**src/rtl/timer0_peripheral_pkg.sv**
```systemverilog
// Shared decode, OPTION_REG field positions and prescaler helpers for the TMR0 peripheral.
package timer0_peripheral_pkg;

  localparam int unsigned T0CS_BIT = 5;
  localparam int unsigned T0SE_BIT = 4;
  localparam int unsigned PSA_BIT  = 3;
  localparam int unsigned PS_MSB   = 2;
  localparam int unsigned PS_LSB   = 0;

  localparam logic [7:0] OPTION_RESET = 8'hFF;
  localparam logic [7:0] TMR0_RESET   = 8'h00;

  typedef enum logic [1:0] {
    SEL_NONE,
    SEL_TMR0,
    SEL_OPTION
  } reg_sel_e;

  // Bank bit 8 is a don't-care: TMR0 at 0x001/0x101, OPTION_REG at 0x081/0x181.
  function automatic reg_sel_e decode_reg(input logic [8:0] a);
    reg_sel_e s;
    casez (a)
      9'b?_0000_0001: s = SEL_TMR0;
      9'b?_1000_0001: s = SEL_OPTION;
      default:        s = SEL_NONE;
    endcase
    return s;
  endfunction

  function automatic logic [7:0] prescale_mask(input logic [2:0] ps);
    logic [8:0] span;
    span = 9'd1 << ({1'b0, ps} + 4'd1);
    return 8'(span - 9'd1);
  endfunction

endpackage

```
**src/rtl/timer0_peripheral_t0_prescaler.sv**
```systemverilog
// Free-running 8-bit prescaler; emits cnt_tick once every 2^(ps+1) source ticks unless bypassed.
module t0_prescaler
  import timer0_peripheral_pkg::*;
(
  input  logic       clk,
  input  logic       rst,
  input  logic       src_tick,
  input  logic       clr,
  input  logic       psa,
  input  logic [2:0] ps,
  output logic       cnt_tick
);

  logic [7:0] cnt_q;
  logic [7:0] cnt_d;
  logic [7:0] mask;

  always_comb begin
    mask  = prescale_mask(ps);
    cnt_d = cnt_q;
    if (clr) begin
      cnt_d = '0;
    end else if (src_tick) begin
      cnt_d = cnt_q + 8'd1;
    end
    cnt_tick = src_tick & (psa | ((cnt_q & mask) == mask));
  end

  always_ff @(posedge clk) begin
    if (rst) begin
      cnt_q <= '0;
    end else begin
      cnt_q <= cnt_d;
    end
  end

endmodule

```
**src/rtl/timer0_peripheral.sv**
```systemverilog
// TMR0 / OPTION_REG peripheral: register access, clock-source selection, prescaling,
// post-write count inhibit and the T0IF set strobe.
module timer0_peripheral
  import timer0_peripheral_pkg::*;
#(
  parameter int unsigned SYNC_STAGES   = 2,
  parameter int unsigned INHIBIT_TICKS = 2
) (
  input  logic       clk,
  input  logic       rst,
  input  logic       inc_tick,
  input  logic       t0cki,
  input  logic [8:0] addr,
  input  logic       periph_en,
  input  logic       wr_en,
  input  logic [7:0] data_in,
  output logic [7:0] data_out,
  output logic       hit,
  output logic       t0if_set,
  output logic [7:0] option_reg_val
);

  localparam int unsigned INH_W = (INHIBIT_TICKS < 1) ? 1 : $clog2(INHIBIT_TICKS + 1);
  localparam logic [INH_W-1:0] INH_LOAD = INH_W'(INHIBIT_TICKS);

  logic [7:0]             tmr0_q, tmr0_d;
  logic [7:0]             option_q, option_d;
  logic [INH_W-1:0]       inhibit_q, inhibit_d;
  logic                   t0if_q, t0if_d;
  logic [SYNC_STAGES-1:0] sync_q;
  logic                   edge_q;

  reg_sel_e sel;
  logic     tmr0_wr;
  logic     option_wr;
  logic     pin_rise;
  logic     pin_fall;
  logic     t0cki_edge;
  logic     src_tick;
  logic     pre_clr;
  logic     cnt_tick;
  logic     count_en;

  always_comb begin
    sel = SEL_NONE;
    if (periph_en) begin
      sel = decode_reg(addr);
    end
    hit = (sel != SEL_NONE);
    case (sel)
      SEL_TMR0:   data_out = tmr0_q;
      SEL_OPTION: data_out = option_q;
      default:    data_out = 8'h00;
    endcase
  end

  assign tmr0_wr   = wr_en & (sel == SEL_TMR0);
  assign option_wr = wr_en & (sel == SEL_OPTION);

  // Edge flop trails the last sync stage; the edge is seen SYNC_STAGES+1 clks after the pin moves.
  assign pin_rise   =  sync_q[SYNC_STAGES-1] & ~edge_q;
  assign pin_fall   = ~sync_q[SYNC_STAGES-1] &  edge_q;
  assign t0cki_edge = option_q[T0SE_BIT] ? pin_fall : pin_rise;
  assign src_tick   = option_q[T0CS_BIT] ? t0cki_edge : inc_tick;

  assign pre_clr = tmr0_wr
                 | (option_wr & ((data_in[PSA_BIT] != option_q[PSA_BIT])
                              || (data_in[PS_MSB:PS_LSB] != option_q[PS_MSB:PS_LSB])));

  t0_prescaler u_prescaler (
    .clk      (clk),
    .rst      (rst),
    .src_tick (src_tick),
    .clr      (pre_clr),
    .psa      (option_q[PSA_BIT]),
    .ps       (option_q[PS_MSB:PS_LSB]),
    .cnt_tick (cnt_tick)
  );

  // A TMR0 write takes priority over a coincident count, suppressing both increment and T0IF.
  assign count_en = cnt_tick & (inhibit_q == '0) & ~tmr0_wr;

  always_comb begin
    tmr0_d    = tmr0_q;
    option_d  = option_q;
    inhibit_d = inhibit_q;
    t0if_d    = count_en & (tmr0_q == 8'hFF);

    if (tmr0_wr) begin
      tmr0_d = data_in;
    end else if (count_en) begin
      tmr0_d = tmr0_q + 8'd1;
    end

    if (option_wr) begin
      option_d = data_in;
    end

    if (tmr0_wr) begin
      inhibit_d = INH_LOAD;
    end else if (inc_tick && (inhibit_q != '0)) begin
      inhibit_d = inhibit_q - INH_W'(1);
    end
  end

  always_ff @(posedge clk) begin
    if (rst) begin
      tmr0_q    <= TMR0_RESET;
      option_q  <= OPTION_RESET;
      inhibit_q <= '0;
      t0if_q    <= 1'b0;
      sync_q    <= '0;
      edge_q    <= 1'b0;
    end else begin
      tmr0_q    <= tmr0_d;
      option_q  <= option_d;
      inhibit_q <= inhibit_d;
      t0if_q    <= t0if_d;
      sync_q    <= {sync_q[SYNC_STAGES-2:0], t0cki};
      edge_q    <= sync_q[SYNC_STAGES-1];
    end
  end

  assign t0if_set       = t0if_q;
  assign option_reg_val = option_q;

endmodule

```
**config.mk**
```make
export PLATFORM = sky130hd
export DESIGN_NAME = timer0_peripheral
export DESIGN_NICKNAME = d
export VERILOG_FILES = /design/src/rtl/timer0_peripheral_pkg.sv /design/src/rtl/timer0_peripheral_t0_prescaler.sv /design/src/rtl/timer0_peripheral.sv
export SDC_FILE = /design/constraint.sdc
export NUM_CORES = 1
export LEC_CHECK = 0
export BUFFER_PORTS_ARGS = -buffer_cell sky130_fd_sc_hd__buf_2
export CORE_MARGIN = 8
export CORE_UTILIZATION = 49
export CTS_CLUSTER_DIAMETER = 200
export CTS_CLUSTER_SIZE = 10
export DETAILED_ROUTE_END_ITERATION = 8
export PLACE_DENSITY = 0.74
export SLEW_MARGIN = 10
export SYNTH_ARGS = -nofsm -noshare
export SYNTH_HDL_FRONTEND = slang
export SYNTH_HIERARCHICAL = 1
export SYNTH_SLANG_ARGS = --single-unit
export TNS_END_PERCENT = 30
```
**constraint.sdc**
```tcl
create_clock -name clk -period 5.2 [get_ports clk]
set_input_delay 0.78 -clock clk [delete_from_list [all_inputs] [get_ports clk]]
set_output_delay 0.78 -clock clk [all_outputs]
set_load 0.05 [all_outputs]
```
---- Word-level counts from Yosys, hierarchy flattened ----
Cells that the tools add are included.
word-level totals
  register bits after elaboration ......... 30
  bits in latches ......................... 0
  bits in writable memories ............... 0
  memory bits (read-only) ................. 0
  input bits .............................. 23
  output and inout bits ................... 18
  logic and storage cells ................. 55
  memories ................................ 0
operators by class
  add/subtract/negate cells ............... 5
  $mul .................................... 0
  divide/modulo/power cells ............... 0
  $lt $le $gt $ge ......................... 0
  equal/unequal tests ..................... 8
  shifts and indexed selects .............. 1
  multiplexer cells ....................... 9
  bitwise logic cells ..................... 15
  reduce and logical (&&, ||, !) cells .... 9
operators by type and width
  cell                                                                   number
  8-bit by 1-bit adder with 8-bit output, second input constant          2
  8-bit equality test, second input constant                             2
  8-bit 2-to-1 mux                                                       2
  8-bit one-hot mux with 2 select lines                                  1
  1-bit AND                                                              9
  8-bit AND                                                              1
  8-bit by 1-bit equality test with 1-bit output, second input constant  1
  8-bit equality test                                                    1
  2-bit nonzero test                                                     4
  1-bit by 4-bit << shifter with 8-bit output, first input constant      1
  8-bit by 1-bit subtractor with 8-bit output, second input constant     1
  2-bit 2-to-1 mux                                                       3
  3-bit by 1-bit adder with 4-bit output, second input constant          1
  2-bit one-hot mux with 2 select lines                                  1
  2-bit OR reduction                                                     2
  3-bit != test                                                          1
  1-bit inverter                                                         3
  2-bit by 1-bit equality test with 1-bit output, second input constant  1
  2-bit equality test, second input constant                             1
  2-bit logical NOT                                                      1
  1-bit 2-to-1 mux                                                       2
  1-bit bitwise OR                                                       2
  2-bit by 1-bit subtractor with 2-bit output, second input constant     1
  1-bit logical AND                                                      1
  other kinds (2)                                                        2

---- Logic depth before layout (Yosys ltp) ----
  depth after elaboration ................. 11
  mapped depth ............................ 10
  mapped depth without buffers ............ 10

---- Modules after synthesis ----
Netlist, hierarchy kept.
modules (own cells, without submodules)
  module             times used  cells an instance  area each (um2)  seq. area each (um2)
  timer0_peripheral  1           142                1228.7           440.4
  t0_prescaler       1           58                 473.0            160.2

---- Least setup slack after synthesis ----
Ideal clock, no wire load.
  kind .................................... in2out
  from .................................... in addr[1]
  to ...................................... out data_out[1]
  arrival time ............................ 2.684 ns
  data required time ...................... 4.420 ns
  setup slack ............................. 1.736 ns
  stages .................................. 7
  path buffers ............................ 1
  cells stage by stage .................... nor4b_1 and4b_1 nor2b_1 ha_1 clkbuf_1 a22oi_1 nor2b_1
between the ends
  word-level cells in the longest chain between the ends .. 5
  elaborated cells on any way between the ends .. 7
  those cells by class .................... 4 x eq/ne; 3 x mux
RTL lines
  element                                                                                line                         text
  start: declaration                                                                     timer0_peripheral.sv:13      input logic [8:0] addr,
  8-bit equality test or 8-bit by 1-bit equality test with 1-bit output (tied branches)  timer0_peripheral_pkg.sv:22  casez (a)
  2-bit one-hot mux with 2 select lines *                                                timer0_peripheral_pkg.sv:22
  2-bit 2-to-1 mux *                                                                     timer0_peripheral.sv:46      if (periph_en) begin
  2-bit equality test or 2-bit by 1-bit equality test with 1-bit output (tied branches)  timer0_peripheral.sv:50      case (sel)
  8-bit one-hot mux with 2 select lines *                                                timer0_peripheral.sv:50
  end: declaration                                                                       timer0_peripheral.sv:17      output logic [7:0] data_out,
Every way passes the cells marked *; elsewhere a longest branch is shown, timed or not.

---- Worst setup path in the final report ----
  from .................................... in addr[1]
  to ...................................... out data_out[0]
The elaborated chain is that of the path after synthesis.

==> metrics <==
status completed; Worst-Margin Slew 0.727 ns; ranking of synthesized cells by area dfxtp_1, ha_1, xor2_1; global-route usage over all layers 15.7%; Synth async-reset ratio 0%; final worst setup slack 1.78 ns; Hold Violations, Final 0; Sw Ratio 23.8%; DR DRC count 0; Ys Warns 6; CP max FO 17; # IOs 41; WL per Instance 14.8 microns; Switch Pwr 109 uW; antenna cells 0; final wirelength 4220 microns; Initial Util 51.0%; vias per cell 5.60; area grow syn2layout 17.4%; Pins Over Slew Limit 0; kind of critical path input pin to output port; clk slew on worst S/H paths 0.10 ns; die width 74.9 microns; post-CTS sizing 0; RSZ-0062 raised after global routing no; root buf cell clkbuf_4; Clock Power Share 40.2%; port bufs 39; first-pass GRT wire length 6810 microns; Mean Syn Cell Area 8.51 sq um; Core Region 0.00334 sq mm; Max Cap Violations 0; placer congestion estimate 0.842; H-tree Lvls 2; worst-skew pair later-pin latency 0.34 ns; area of the multi-input gates 0.00104 sq mm; Slowest Stage Delay on Critical Path 0.47 ns; Post-synth EDFFs 0; GRT Residual Overflow 0; number of global-route vias before repair 1374; area share of the largest cell type after synthesis 35.3%; Seq pwr share 51.3%; worst min-delay path category register to register; total power 460 uW; hold_buf cts 0; row count 21; maximum clock insertion buffer count 2; slowest cell on the critical path ha_1; post-route setup TNS 0 ns; pin count of the biggest net entering global routing 25; total CTS buffers 5; die height 74.9 microns; Startpoint Class input pin; most frequent CP cell buf_2; Routed Antenna Nets 0; clk sinks 30; 1st-iter DRT viols 214; fraction of final layout cells with drive strength greater than 1 22.6%; CP Cell Sequence buf_2 -> nor4b_1 -> and4b_1 -> and2_1 -> ha_1 -> a22oi_1 -> nor2b_1 -> buf_2; maximum vdd drop 0.207 mV; sequential fraction of the synthesis area 35.3%; HPWL Detailed 3100 microns; Power Density 230 mW/mm^2; area of the die 0.00561 sq mm; Internal 351 uW; Synth Instances 200; DR vias 1596; Fin Hold WS 0.462 ns; initial antenna violation count 0; DP Worst Slack 1.77 ns; Post-Syn Nets 230; TritonRoute pass-1 iters 4; FMAX 0.293 GHz; combinational cell fraction of total power 8.5%; slew margin rel. 51.5%; crit path capture type output port; period utilization 65.7%; Yosys top cell by area dfxtp_1; Fillers 316; Finish-stage setup viols 0; Layout Skew 0.0137 ns; min Tclk post-route 3.42 ns; top_reg_cell synth dfxtp_1; register area 601 sq um; Pleak 0.792 nW; count of unique library cells instantiated by Yosys 45; Worst Path Arrival 2.64 ns; #FFs+latches synth 30; number of post-CTS setup repair buffers 0; Required @ worst endpoint 4.42 ns; CTS tree done; DP Cell Count 277; NumNets Final 268; Mapped Area 0.00170 sq mm; Finished Layout Cells 285
registers in the layout, summed over array words and instances (netlist names):
register / count
sync_q: 2
u_prescaler/cnt_q: 8
tmr0_q: 8
inhibit_q: 2
edge_q: 1
t0if_set: 1
option_reg_val: 8
routing by layer:
metal	up-vias	share of wire (%)	global-route usage [%]
met2	52	45	21.6
met3	7	6.9	4.53
met5	-	0	0
met1	724	47	22.4
met4	0	1.3	5.22
li1	813	-	-
metrics by stage:
stage                     instance area [sq um]  util, %
after floorplan                            1700        -
after global placement                     1920     57.5
after detailed placement                   1920     57.5
after CTS                                  2000     59.8
after global routing                       2000     59.8
final                                      2000     59.8
path summary, 6_finish.rpt:
path | end | slack [ns] | depth (start not counted) | start
max | data_out[0] | 1.78 | 8 | addr[1]
min | sync_q[1] | 0.46 | 1 | sync_q[0]
max reg2reg | tmr0_q[5] | 2.17 | 9 | option_reg_val[4]
min reg2reg | sync_q[1] | 0.46 | 1 | sync_q[0]
Yosys cell counts (5+ instances only):
library cell,instances
a211o_1,8
xor2_1,10
or3_1,5
dfxtp_1,30
nand4_1,6
a311oi_1,6
nor2_1,17
and3_1,10
inv_1,7
clkbuf_1,6
a21oi_1,7
o21ai_0,8
nor2b_1,12
nand2_1,10
ha_1,7
a22oi_1,8
logic make-up (layout without fill, tap and decap cells):
kind of cell               count (synthesis)  in the layout  synth area share [%]
buffers and inverters                     15             54                  3.60
xor gates and xnor gates                  12             12                  6.18
and+or+nand+nor                           82             82                  26.6
other                                      1              1                 0.220
AOI/OAI and AO/OA                         50             50                  21.0
muxes                                      3              3                  1.91
adders and majority gates                  7              7                  5.15
DFF                                       30             30                  35.3
cells in the final DEF (no fill, tap or decap), types with 7 or more instances in the layout:
master / count
a21oi_1: 7
ha_1: 7
a211o_1: 8
xor2_1: 10
nor2b_1: 12
buf_2: 39
a22oi_1: 8
and3_1: 10
inv_1: 7
dfxtp_1: 30
nor2_1: 17
nand2_1: 10
o21ai_0: 8
power groups by stage:
stage	Combinational (mW)	Clock [mW]	Sequential (mW)
finish	0.0390	0.185	0.236
global route	0.0435	0.198	0.237
CTS	0.0393	0.188	0.236
detailed placement	0.0390	0	0.241
global placement	0.0383	0	0.241
floorplan	0.0242	0	0.241
final cells by class:
type | count | share of cell area (%)
clock buffer | 5 | 1.88
clock inverter | 3 | 2.01
inverter | 7 | 1.32
multi-input combinational | 155 | 52.1
sequential | 30 | 30.1
tap | 46 | 2.88
timing repair buffer | 39 | 9.77
worst max-delay path, delay by kind of cell:
kind | cells | cell delay, ns
compound gates | 1 | 0.17
simple gates | 4 | 0.83
fa+ha+maj | 1 | 0.47
buf+inv | 2 | 0.38
No activity file was read; power rests on OpenSTA's default activity.
